**src/rtl/ds_operand_stage.sv**
```systemverilog
// Decode-to-execute operand stage: holds one decoded instruction, resolves rs/rt
// by youngest-first forwarding priority, and stalls while a matched result is not ready.
module ds_operand_stage #(
    parameter int DW   = 32,
    parameter int AW   = 5,
    parameter int NFWD = 3,
    parameter int PW   = 64,
    parameter int CW   = 32
) (
    input  logic                 clk,
    input  logic                 reset,
    input  logic                 flush,
    input  logic                 in_valid,
    output logic                 in_allowin,
    input  logic [PW-1:0]        in_payload,
    input  logic [AW-1:0]        in_rs,
    input  logic [AW-1:0]        in_rt,
    input  logic                 in_use_rs,
    input  logic                 in_use_rt,
    output logic [AW-1:0]        rf_raddr1,
    output logic [AW-1:0]        rf_raddr2,
    input  logic [DW-1:0]        rf_rdata1,
    input  logic [DW-1:0]        rf_rdata2,
    input  logic [NFWD-1:0]      fwd_valid,
    input  logic [NFWD-1:0]      fwd_we,
    input  logic [NFWD*AW-1:0]   fwd_addr,
    input  logic [NFWD-1:0]      fwd_ready,
    input  logic [NFWD*DW-1:0]   fwd_data,
    output logic                 out_valid,
    input  logic                 out_allowin,
    output logic [PW-1:0]        out_payload,
    output logic [DW-1:0]        out_src1,
    output logic [DW-1:0]        out_src2,
    output logic [CW-1:0]        stall_cnt
);

    logic            ds_valid_q, ds_valid_d;
    logic [PW-1:0]   payload_q, payload_d;
    logic [AW-1:0]   rs_q, rs_d;
    logic [AW-1:0]   rt_q, rt_d;
    logic            use_rs_q, use_rs_d;
    logic            use_rt_q, use_rt_d;
    logic [CW-1:0]   stall_cnt_q, stall_cnt_d;

    logic [DW:0]     res1, res2;
    logic            hazard;
    logic            ready_go;

    // Returns {hazard, value}; the first matching (youngest) source wins even if
    // it is not ready, so an older ready result can never bypass it.
    function automatic logic [DW:0] resolve(
        input logic [AW-1:0]      addr,
        input logic [DW-1:0]      rdata,
        input logic [NFWD-1:0]    v,
        input logic [NFWD-1:0]    we,
        input logic [NFWD-1:0]    rdy,
        input logic [NFWD*AW-1:0] fa,
        input logic [NFWD*DW-1:0] fd
    );
        logic        hit;
        logic [DW:0] r;
        hit = 1'b0;
        r   = {1'b0, rdata};
        if (addr == '0) begin
            r = '0;
        end else begin
            for (int i = 0; i < NFWD; i++) begin
                if (!hit && v[i] && we[i] && (fa[i*AW +: AW] == addr)) begin
                    hit = 1'b1;
                    r   = {!rdy[i], fd[i*DW +: DW]};
                end
            end
        end
        return r;
    endfunction

    always_comb begin
        res1 = resolve(rs_q, rf_rdata1, fwd_valid, fwd_we, fwd_ready, fwd_addr, fwd_data);
        res2 = resolve(rt_q, rf_rdata2, fwd_valid, fwd_we, fwd_ready, fwd_addr, fwd_data);
    end

    assign hazard      = ds_valid_q && ((use_rs_q && res1[DW]) || (use_rt_q && res2[DW]));
    assign ready_go    = !hazard;
    assign out_valid   = ds_valid_q && ready_go && !flush;
    assign in_allowin  = !ds_valid_q || (ready_go && out_allowin);

    assign rf_raddr1   = rs_q;
    assign rf_raddr2   = rt_q;
    assign out_payload = payload_q;
    assign out_src1    = res1[DW-1:0];
    assign out_src2    = res2[DW-1:0];
    assign stall_cnt   = stall_cnt_q;

    always_comb begin
        ds_valid_d = ds_valid_q;
        payload_d  = payload_q;
        rs_d       = rs_q;
        rt_d       = rt_q;
        use_rs_d   = use_rs_q;
        use_rt_d   = use_rt_q;
        if (flush) begin
            ds_valid_d = 1'b0;
        end else if (in_allowin) begin
            ds_valid_d = in_valid;
            if (in_valid) begin
                payload_d = in_payload;
                rs_d      = in_rs;
                rt_d      = in_rt;
                use_rs_d  = in_use_rs;
                use_rt_d  = in_use_rt;
            end
        end
    end

    always_comb begin
        stall_cnt_d = stall_cnt_q;
        if (hazard && !flush && (stall_cnt_q != {CW{1'b1}})) begin
            stall_cnt_d = stall_cnt_q + 1'b1;
        end
    end

    always_ff @(posedge clk) begin
        if (reset) begin
            ds_valid_q  <= 1'b0;
            stall_cnt_q <= '0;
        end else begin
            ds_valid_q  <= ds_valid_d;
            stall_cnt_q <= stall_cnt_d;
        end
    end

    // Instruction fields carry no reset; they are qualified by ds_valid_q.
    always_ff @(posedge clk) begin
        payload_q <= payload_d;
        rs_q      <= rs_d;
        rt_q      <= rt_d;
        use_rs_q  <= use_rs_d;
        use_rt_q  <= use_rt_d;
    end

endmodule

```
**config.mk**
```make
export PLATFORM = sky130hd
export DESIGN_NAME = ds_operand_stage
export DESIGN_NICKNAME = d
export VERILOG_FILES = /design/src/rtl/ds_operand_stage.sv
export SDC_FILE = /design/constraint.sdc
export NUM_CORES = 1
export LEC_CHECK = 0
export CAP_MARGIN = 0
export CORE_AREA = 2 2 172 174
export CTS_CLUSTER_DIAMETER = 200
export DETAILED_ROUTE_END_ITERATION = 6
export DIE_AREA = 0 0 174 176
export GPL_TIMING_DRIVEN = 0
export SLEW_MARGIN = 25
export SYNTH_ARGS = -nofsm -noshare
export SYNTH_HDL_FRONTEND = slang
export SYNTH_SLANG_ARGS = --single-unit
export TNS_END_PERCENT = 30
```
**constraint.sdc**
```tcl
create_clock -name clk -period 8.2 [get_ports clk]
set_input_delay 0.82 -clock clk [delete_from_list [all_inputs] [get_ports clk]]
set_output_delay 0.82 -clock clk [all_outputs]
set_load 0.01 [all_outputs]
```
[Word-level counts from Yosys, hierarchy flattened]
Index checks and enable logic that the tools add are counted.
Word-level totals
  register bits: 109
  bits in latches: 0
  bits in writable memories: 0
  bits in read-only memories: 0
  input port bits: 265
  word-level logic and storage cells: 71
  memories kept: 0
Operators by class
  add/subtract/negate cells: 1
  multiply operators: 0
  divide/modulo/power cells: 0
  order comparisons: 0
  eq/ne operators: 7
  shifts and indexed selects: 0
  mux-type cells: 16
  bitwise gates (word level): 1
  reductions and logical operators: 39
Operators with widths (number)
  33-bit two-way mux: 8
  32-bit by 1-bit adder with 32-bit output (second input constant): 1
  32-bit inequality test (second input constant): 1
  5-bit == test: 6
  1-bit logical AND: 23
  1-bit zero test: 10
  5-bit zero test: 2
  1-bit two-way mux: 8
  3-bit AND reduction: 1
  1-bit logical OR: 2
  2-bit OR reduction: 1
  1-bit inverter: 1

[Longest topological paths before layout]
Gate-level depths: netlist of run 1.
  depth after elaboration: 23
  gate-level depth with buffers: 10
  depth with buffers taken out: 8

[Worst setup path after synthesis of run 1]
Ideal clock, no wire load.
  path kind: in2reg
  start: input port fwd_addr[2]
  end: register payload_q[0], in the netlist out_payload[0] (enable)
  data arrival time: 7.902 ns
  path slack: -0.322 ns
  stages on the path: 7
  buffers on the path: 0
  cells stage by stage: xnor2_1 > nand2_1 > nor4_1 > a21oi_1 > a22o_1 > o21ai_0 > nor3b_1
Between the ends
  word-level cells in the longest chain between the ends: 23
  elaborated cells between the ends (all ways): 44
  those cells by class: eq/ne: 2; mux: 16; reduce/logical: 26
RTL lines
  from (decl): RTL line 26  | input logic [NFWD*AW-1:0] fwd_addr,
  5-bit == test: RTL line 68  | if (!hit && v[i] && we[i] && (fa[i*AW +: AW] == addr)) begin
  1-bit logical AND: RTL line 68
  1-bit two-way mux: RTL line 68
  1-bit two-way mux: RTL line 64  | if (addr == '0) begin
  1-bit zero test: RTL line 68
  1-bit logical AND (3 in series): RTL line 68
  1-bit two-way mux: RTL line 68
  1-bit two-way mux: RTL line 64
  [6 not listed]
  1-bit logical AND: RTL line 82  | assign hazard = ds_valid_q && ((use_rs_q && res1[DW]) || (use_rt_q && res2[DW]));
  1-bit logical OR (*): RTL line 82
  1-bit logical AND (*): RTL line 82
  1-bit zero test (*): RTL line 83  | assign ready_go = !hazard;
  1-bit logical AND (*): RTL line 85  | assign in_allowin = !ds_valid_q || (ready_go && out_allowin);
  1-bit logical OR (*): RTL line 85
  net in_allowin: RTL line 14  | output logic in_allowin,
  3-bit AND reduction (no source line) (*)
  to (signal assigned): RTL line 134  | payload_q <= payload_d;
  to (decl): RTL line 38  | logic [PW-1:0] payload_q, payload_d;
Mark *: on every way through the listed nets, which the timed path passes. The rest lies on a longest branch. The select of a mux whose other input is x is not followed.
A chain may end at the register's enable or synchronous reset.

[Final worst setup path of run 1]
  start: input port fwd_addr[8]
  end: output port out_src1[4]
Between the ends
  word-level cells in the longest chain between the ends: 10
  elaborated cells between the ends (all ways): 11
  those cells by class: eq/ne: 1; mux: 5; reduce/logical: 5
RTL lines
  5-bit == test (*): RTL line 68
  1-bit logical AND (*): RTL line 68
  1-bit two-way mux: RTL line 68
  1-bit two-way mux: RTL line 64
  1-bit zero test: RTL line 68
  1-bit logical AND (3 in series): RTL line 68
  33-bit two-way mux (*): RTL line 68
  33-bit two-way mux (*): RTL line 64
  to (decl): RTL line 32  | output logic [DW-1:0] out_src1,
Mark *: on every way between the ends. The rest lies on a longest branch, timed or not. The select of a mux whose other input is x is not followed.

==> results of run 1 <==
## synthesized netlist by cell type (2+ instances only)
cell type,count,share of area
buf_1,5,0.0029
dfxtp_1,33,0.10
nor2b_1,3,0.0029
edfxtp_1,76,0.35
nand4_1,15,0.014
clkbuf_1,37,0.021
xor2_1,25,0.033
buf_2,5,0.0038
and3_1,13,0.012
nand2_1,16,0.0092
nand3_1,21,0.016
or3_1,13,0.012
a211oi_1,66,0.076
mux2i_1,65,0.10
nor4_1,4,0.0038
nor3b_2,3,0.0057
nor3b_1,2,0.0023
or4_1,2,0.0023
inv_1,4,0.0023
nor3_1,6,0.0046
o21ai_0,16,0.012
xnor2_1,23,0.031
buf_6,2,0.0034
nor2_1,159,0.091
a21oi_1,81,0.062
## placed cells by master, fill, tap and decap left out, types with 2 or more instances in the layout
| master | n |
|---|---|
| nand2_1 | 16 |
| or4_1 | 2 |
| dfxtp_1 | 33 |
| clkdlybuf4s50_1 | 435 |
| nand4_1 | 15 |
| buf_8 | 2 |
| xnor2_1 | 23 |
| or3_1 | 13 |
| buf_2 | 5 |
| and3_1 | 13 |
| edfxtp_1 | 76 |
| nor2b_1 | 3 |
| clkbuf_1 | 37 |
| o21ai_0 | 16 |
| inv_6 | 3 |
| inv_1 | 4 |
| nor3b_2 | 3 |
| nand3_1 | 21 |
| nor2_1 | 159 |
| a21oi_1 | 81 |
| a211oi_1 | 66 |
| mux2i_1 | 65 |
| clkbuf_16 | 9 |
| buf_1 | 5 |
| buf_6 | 6 |
| xor2_1 | 25 |
| nor4_1 | 4 |
| nor3_1 | 6 |
## worst max-delay path, stage by stage
cell and delay [ns]:
clkdlybuf4s50_1 0.51, xor2_1 0.15, nor2_1 0.09, a311o_1 0.43
nor3_2 0.79, clkbuf_1 0.56, a211oi_1 0.09, a21oi_1 0.18
nor2_1 0.07, clkdlybuf4s50_1 0.53
## per-layer routing
metal	vias to the layer above	GRT usage
met2	366	0.3509
met3	37	0.05814
met4	0	0.05042
met5	-	0
li1	3504	-
met1	3446	0.2139
## logic make-up (layout without fill, tap and decap cells)
family | Yosys count | in the layout | share of synthesized area
adders and majority gates | 1 | 1 | 0.001914
xor gates and xnor gates | 48 | 48 | 0.06432
AOI/OAI and AO/OA | 171 | 171 | 0.1642
muxes | 65 | 65 | 0.09954
and+or+nand+nor | 264 | 264 | 0.1861
buffers and inverters | 53 | 510 | 0.03369
DFF | 109 | 109 | 0.4502
## power groups by stage
stage          Clock (W)  Combinational (W)  Sequential (W)
2_1_floorplan          0          0.0000870        0.000637
3_3_place_gp           0           0.000329        0.000631
3_5_place_dp           0           0.000336        0.000629
4_1_cts         0.000432           0.000338        0.000617
5_1_grt         0.000452           0.000357        0.000618
6_report        0.000422           0.000336        0.000616
## worst min-delay path by stage
stage / start / endpoint
global route: stall_cnt[29] / stall_cnt[29]
finish: stall_cnt[29] / stall_cnt[29]
floorplan: stall_cnt[29] / stall_cnt[29]
detailed placement: stall_cnt[29] / stall_cnt[29]
CTS: stall_cnt[29] / stall_cnt[29]
global placement: stall_cnt[29] / stall_cnt[29]
## registers in the layout, summed over array words and instances (netlist names)
register	count
use_rt_q	1
ds_valid_q	1
rf_raddr1	5
stall_cnt	32
rf_raddr2	5
use_rs_q	1
out_payload	64
## per-stage QoR
stage               total power [W]  instances  setup slack (ns)  hold WS [ns]  cell area, sq um
floorplan                 0.0007238        711             2.401        0.5105              6541
global placement          0.0009607       1530            0.3412        0.4892             11380
detailed placement        0.0009650       1536             3.202        0.4990             11460
CTS                        0.001386       1552             3.191        0.5121             11740
global route               0.001427       1552             2.965        0.5354             11740
finish                     0.001374       1552             3.161        0.5157             11740
## final cells by class
type                       instances  area [sq um]
fill                            2872         16810
clock inverter                     7         55.05
sequential                       109          2943
buffer                            49         205.2
clock buffer                       9         225.2
inverter                           4         15.01
tap                              384         480.5
timing repair buffer             441          4429
multi-input combinational        549          3385
==> summary.md, run 1 <==
| Metric | Value |
|---|---|
| Worst-Margin Slew | 0.9583 ns |
| Met1 Wirelength | around 12,000 microns |
| Final GP Congestion | 0.8884 |
| Fmax | 0.1985 GHz |
| Crit path capture | out_src1[4] |
| Initial antenna violation count | 1 |
| Initial DRC count | 431 |
| Tmin final | 5.039 ns |
| Flop2flop setup slack | 4.50 ns |
| Global route overflow | 0 |
| IO Port Bufs | 435 |
| Die height | ~180 microns |
| Met2 routed WL | 15,520 microns |
| Detailed placement HPWL | 25,010 microns |
| Logic pwr share | 0.244 |
| Seq pwr share | 0.449 |
| Cts hold-fix bufs | 0 |
| Final setup fails | 0 |
| Vias per cell | 4.738 |
| N_diodes | 0 |
| Share of cells above drive strength 1 | 0.02997 |
| Synthesized cell area | 6536 sq um |
| Setup Skew | 0.01274 ns |
| Syn_area_per_cell | around 9 sq um |
| Die width | around 170 microns |
| TritonRoute pass-1 iters | 6 |
| Synth Register Bits | ~110 |
| Vias | between 7,000 and 8,000 |
| First-pass GRT wire length | ~45,000 microns |
| Switching share of power | 0.2498 |
| Unique masters post-synth | 41 |
| Reg-to-reg critical path startpoint | rf_raddr1[0] |
| Main synth FF type | edfxtp_1 |
| Routed Antenna Nets | 0 |
| Syn-to-layout area delta | 79.57% |
| H-tree levels | 3 |
| Worst hold stages | 2 |
| Relative slew margins | 0.3576 |
| Full die area | 30,620 sq um |
| Post-CTS sizing | 0 |
| Clk root buf | clkbuf_16 |
| WL per Instance | 19.71 microns |
| VDD IR max | 104.2 uV |
| Period utilisation layout | 0.6145 |
| Crit start category | input pin |
| Ys async rst share | 0 |
| Power Density | ~120 nW/um^2 |
| Cells after Synth | a little over 700 |
| Nets | 1,429 |
| Vias in the first global route | 7,472 |
| FF-to-FF End | out_payload[54] |
| Drt total wl | 30,590 microns |
| Postcts setup bufs | 0 |
| Yosys warns | 0 |
| Max-Cap Viols | 0 |
| Slew Viols, Final | 0 |
| Critical path data required time | approximately 7.4 ns |
| Leakage | 4.265 nW |
| Data arrival, critical path | 4.22 ns |
| Worst Setup Path Type | in2out |
| Final Util | 0.4112 |
| Int Power | just over 0.001 W |
| Sw Pwr | between 0.0003 and 0.0004 W |
| Worst skew pair latency | approximately 0.35 ns |
| I/O Pins | 437 |
| Largest net degree at the start of global routing | 20 |
| Outcome | finished, final reports clean |
| Met3 routed WL | 2689 microns |
| Clock power frac | 0.307 |
| Worst setup startpoint | fwd_addr[8] |
| GRT Total Usage | 0.1908 |
| CP max FO | 10 |
| RSZ-0062 raised after global routing | no |
| Final hold vios | 0 |
| Top Metal Used | met4 |
| CTS tree | built |
| Hold WC Path Type | reg2reg |
| Starting Density | 0.2290 |
| DRC viols | 0 |
| Clock sink count | 109 |
| # rows | 62 |
| FF-to-FF path depth | 9 |
| Clock slew at reported path FFs | 0.07 ns |
| Longest Clk Path Bufs | 2 |
| Post-synth EDFFs | 76 |
| Core Region | 28,550 sq um |
| Syn Nets | 977 |
| Setup_tns | 0 ns |
| Seq/Total Area, Yosys | 0.4502 |
| CP endpoint kind | output port |
| CTS buffer count | 9 |
No activity file was read; power rests on OpenSTA's default activity.
==> run 2, diff against run 1 <==
==> constraint.sdc (replaced) <==
create_clock -name clk -period 4.3 [get_ports clk]
set_input_delay 0.43 -clock clk [delete_from_list [all_inputs] [get_ports clk]]
set_output_delay 0.43 -clock clk [all_outputs]
set_load 0.01 [all_outputs]
==> summary.md, run 2 (synthesized netlist as in run 1, its figures left out) <==
| Metric | Value |
|---|---|
| VDD IR max | 268.6 uV (was 104.2 uV) |
| CTS tree | built (unchanged) |
| Clock slew at reported path FFs | 0.07 ns (about the same) |
| Worst Setup Path Type | reg2out (was in2out) |
| Vias | 7,392 (was 7,353) |
| Detailed placement HPWL | 25,510 microns (was 25,010 microns) |
| TritonRoute pass-1 iters | 5 (was 6) |
| Nets | 1,429 (unchanged) |
| Fill cells | 2,871 (was 2,872) |
| # rows | 62 (unchanged) |
| GRT Total Usage | 0.1968 (was 0.1908) |
| Relative slew margins | 0.4442 (was 0.3576) |
| CP max FO | 10 (unchanged) |
| Max FFs per register | 64 (unchanged) |
| Tmin final | around 4 ns |
| CTS buffer count | 9 (unchanged) |
| Leakage | 4.282 nW (was 4.265 nW) |
| Starting Density | 0.2290 (unchanged) |
| Setup WS pre-CTS | -0.05333 ns (was 3.202 ns) |
| Initial DRC count | 413 (was 431) |
| Data arrival, critical path | 3.62 ns (was 4.22 ns) |
| Syn-to-layout area delta | 80.17% (was 79.57%) |
| Core Region | 28,550 sq um (unchanged) |
| Period utilisation layout | 0.9409 |
| Initial antenna violation count | 3 (was 1) |
| Die height | 176 microns (unchanged) |
| Met2 GRT Util | 0.3670 (was 0.3509) |
| Most common cell after layout, fill and taps aside | clkdlybuf4s50_1 (unchanged) |
| Max-Cap Viols | 0 (unchanged) |
| Final Util | 0.4125 (was 0.4112) |
| I/O Pins | 437 (unchanged) |
| Share of cells above drive strength 1 | 0.03510 (was 0.02997) |
| Setup_tns | 0 ns (unchanged) |
| Critical path data required time | 3.87 ns (was 7.38 ns) |
| Fmax | 0.2472 GHz |
| CP max-delay cell | edfxtp_1 (was nor3_2) |
| Critical-path cell list | xor2_1 -> nor3_1 -> and3_1 -> clkbuf_1 -> buf_2 -> mux2i_1 -> a211oi_1 -> a21oi_1 -> nor2_1 -> clkdlybuf4s50_1 (was clkdlybuf4s50_1 -> xor2_1 -> nor2_1 -> a311o_1 -> nor3_2 -> clkbuf_1 -> a211oi_1 -> a21oi_1 -> nor2_1 -> clkdlybuf4s50_1) |
| Power Density | 227.3 nW/um^2 (was 117.0 nW/um^2) |
| Flop2flop setup slack | 1.00 ns (was 4.50 ns) |
| Final GP Congestion | 0.9684 (was 0.8884) |
| Vias per cell | 4.760 (was 4.738) |
| M3 GR Usage | 0.05534 (was 0.05814) |
| IO Port Bufs | 435 (unchanged) |
| Met1 Use GR | 0.2181 (was 0.2139) |
| Crit start category | register (was input pin) |
| Clk root buf | clkbuf_16 (unchanged) |
| Largest stage delay, worst path | 0.55 ns (was 0.79 ns) |
| Full die area | 30,620 sq um (unchanged) |
| Longest Clk Path Bufs | 2 (unchanged) |
| Commonest cells after routing, fill and taps aside | clkdlybuf4s50_1, nor2_1, a21oi_1, edfxtp_1, a211oi_1 (unchanged) |
| Setup Skew | 0.009087 ns (was 0.01274 ns) |
| Vias in the first global route | 7,685 (was 7,472) |
| Final setup fails | 0 (unchanged) |
| Clock sink count | 109 (unchanged) |
| Outcome | finished, final reports clean (unchanged) |
| Global route overflow | 0 (unchanged) |
| Routed Antenna Nets | 0 (unchanged) |
| Final hold vios | 0 (unchanged) |
| First-pass GRT wire length | 46,080 microns (was 44,850 microns) |
| GRT Max-Usage Layer | met2 (unchanged) |
| Largest net degree at the start of global routing | 20 (unchanged) |
| WL per Instance | 19.92 microns (was 19.71 microns) |
| CP endpoint kind | output port (unchanged) |
| H-tree levels | 3 (unchanged) |
| Worst setup margin | 0.2543 ns (was 3.161 ns) |
| Drt total wl | 30,940 microns (was 30,590 microns) |
| DRC viols | 0 (unchanged) |
| Worst-Margin Slew | 0.8336 ns (was 0.9583 ns) |
| Die width | 174 microns (unchanged) |
| Hold WC Path Type | in2reg (was reg2reg) |
| Slew Viols, Final | 0 (unchanged) |
| RSZ-0062 raised after global routing | no (unchanged) |
| Worst skew pair latency | 0.36 ns (was 0.35 ns) |
## run 2: cell types whose count changed in the layout (fill, tap and decap cells not counted), moves of 2 or more
cell / change
clkbuf_1: -2
buf_8: -2
clkbuf_2: +3
inv_6: -2
## run 2: layout make-up
type / count / area [sq um] / share of cell area
antenna: 1 / 2.502 / 0.0002125
buffer: 49 / 209.0 / 0.01774
clock buffer: 9 / 225.2 / 0.01912
clock inverter: 7 / 82.58 / 0.007012
inverter: 4 / 15.01 / 0.001275
multi-input combinational: 549 / 3401 / 0.2888
sequential: 109 / 2943 / 0.2499
tap: 384 / 480.5 / 0.04080
timing repair buffer: 441 / 4418 / 0.3752
## run 2: critical path, delay by kind of cell, from the launching register on
| family | cells | cell delay (ns) |
|---|---|---|
| flip-flops | 1 | 0.55 |
| multiplexers | 1 | 0.12 |
| AO/OA/AOI/OAI | 2 | 0.49 |
| AND/OR/NAND/NOR | 3 | 0.59 |
| XOR/XNOR | 1 | 0.23 |
| buffers and inverters | 3 | 1.27 |
## run 2: power by group
| group | leakage (nW) | switching [W] | internal [W] | total [W] |
|---|---|---|---|---|
| Sequential | 0.977 | 0.0000164 | 0.00116 | 0.00117 |
| Combinational | 3.16 | 0.000238 | 0.000403 | 0.000641 |
| Clock | 0.150 | 0.000399 | 0.000462 | 0.000861 |
| Total | 4.28 | 0.000653 | 0.00202 | 0.00268 |
## run 2: timing repair
| item | in CTS | in global routing |
|---|---|---|
| pin swaps | 0 | 1 |
| buffers inserted | 0 | 1 |
| resized for setup | 2 | 3 |
| endpoints found under the hold margin | 0 | 0 |
| hold buffers | 0 | 0 |
| endpoints found under the setup margin | 12 | 7 |
## run 2: worst paths after layout
kind         cells after the start         endpoint           from
min                              2     stall_cnt[2]          reset
max                             10     out_src2[13]   rf_raddr2[0]
min reg2reg                      2    stall_cnt[29]  stall_cnt[29]
max reg2reg                      9  out_payload[42]   rf_raddr2[0]
## run 2: routing by layer
| layer | up-vias | routed length (microns) |
|---|---|---|
| met5 | - | 11 |
| met4 | 2 | 646 |
| met3 | 39 | 2457 |
| met2 | 350 | 16000 |
| met1 | 3489 | 11820 |
| li1 | 3512 | - |
## run 2: stage by stage
stage	total power, W	hold slack, ns	cell area [sq um]	instances
after floorplan	0.001381	0.5028	6558	711
after global placement	0.001832	0.4857	11390	1530
after detailed placement	0.001840	0.5061	11450	1535
after CTS	0.002711	0.3916	11760	1551
after global routing	0.002783	0.4322	11780	1553
final	0.002677	0.4109	11780	1553
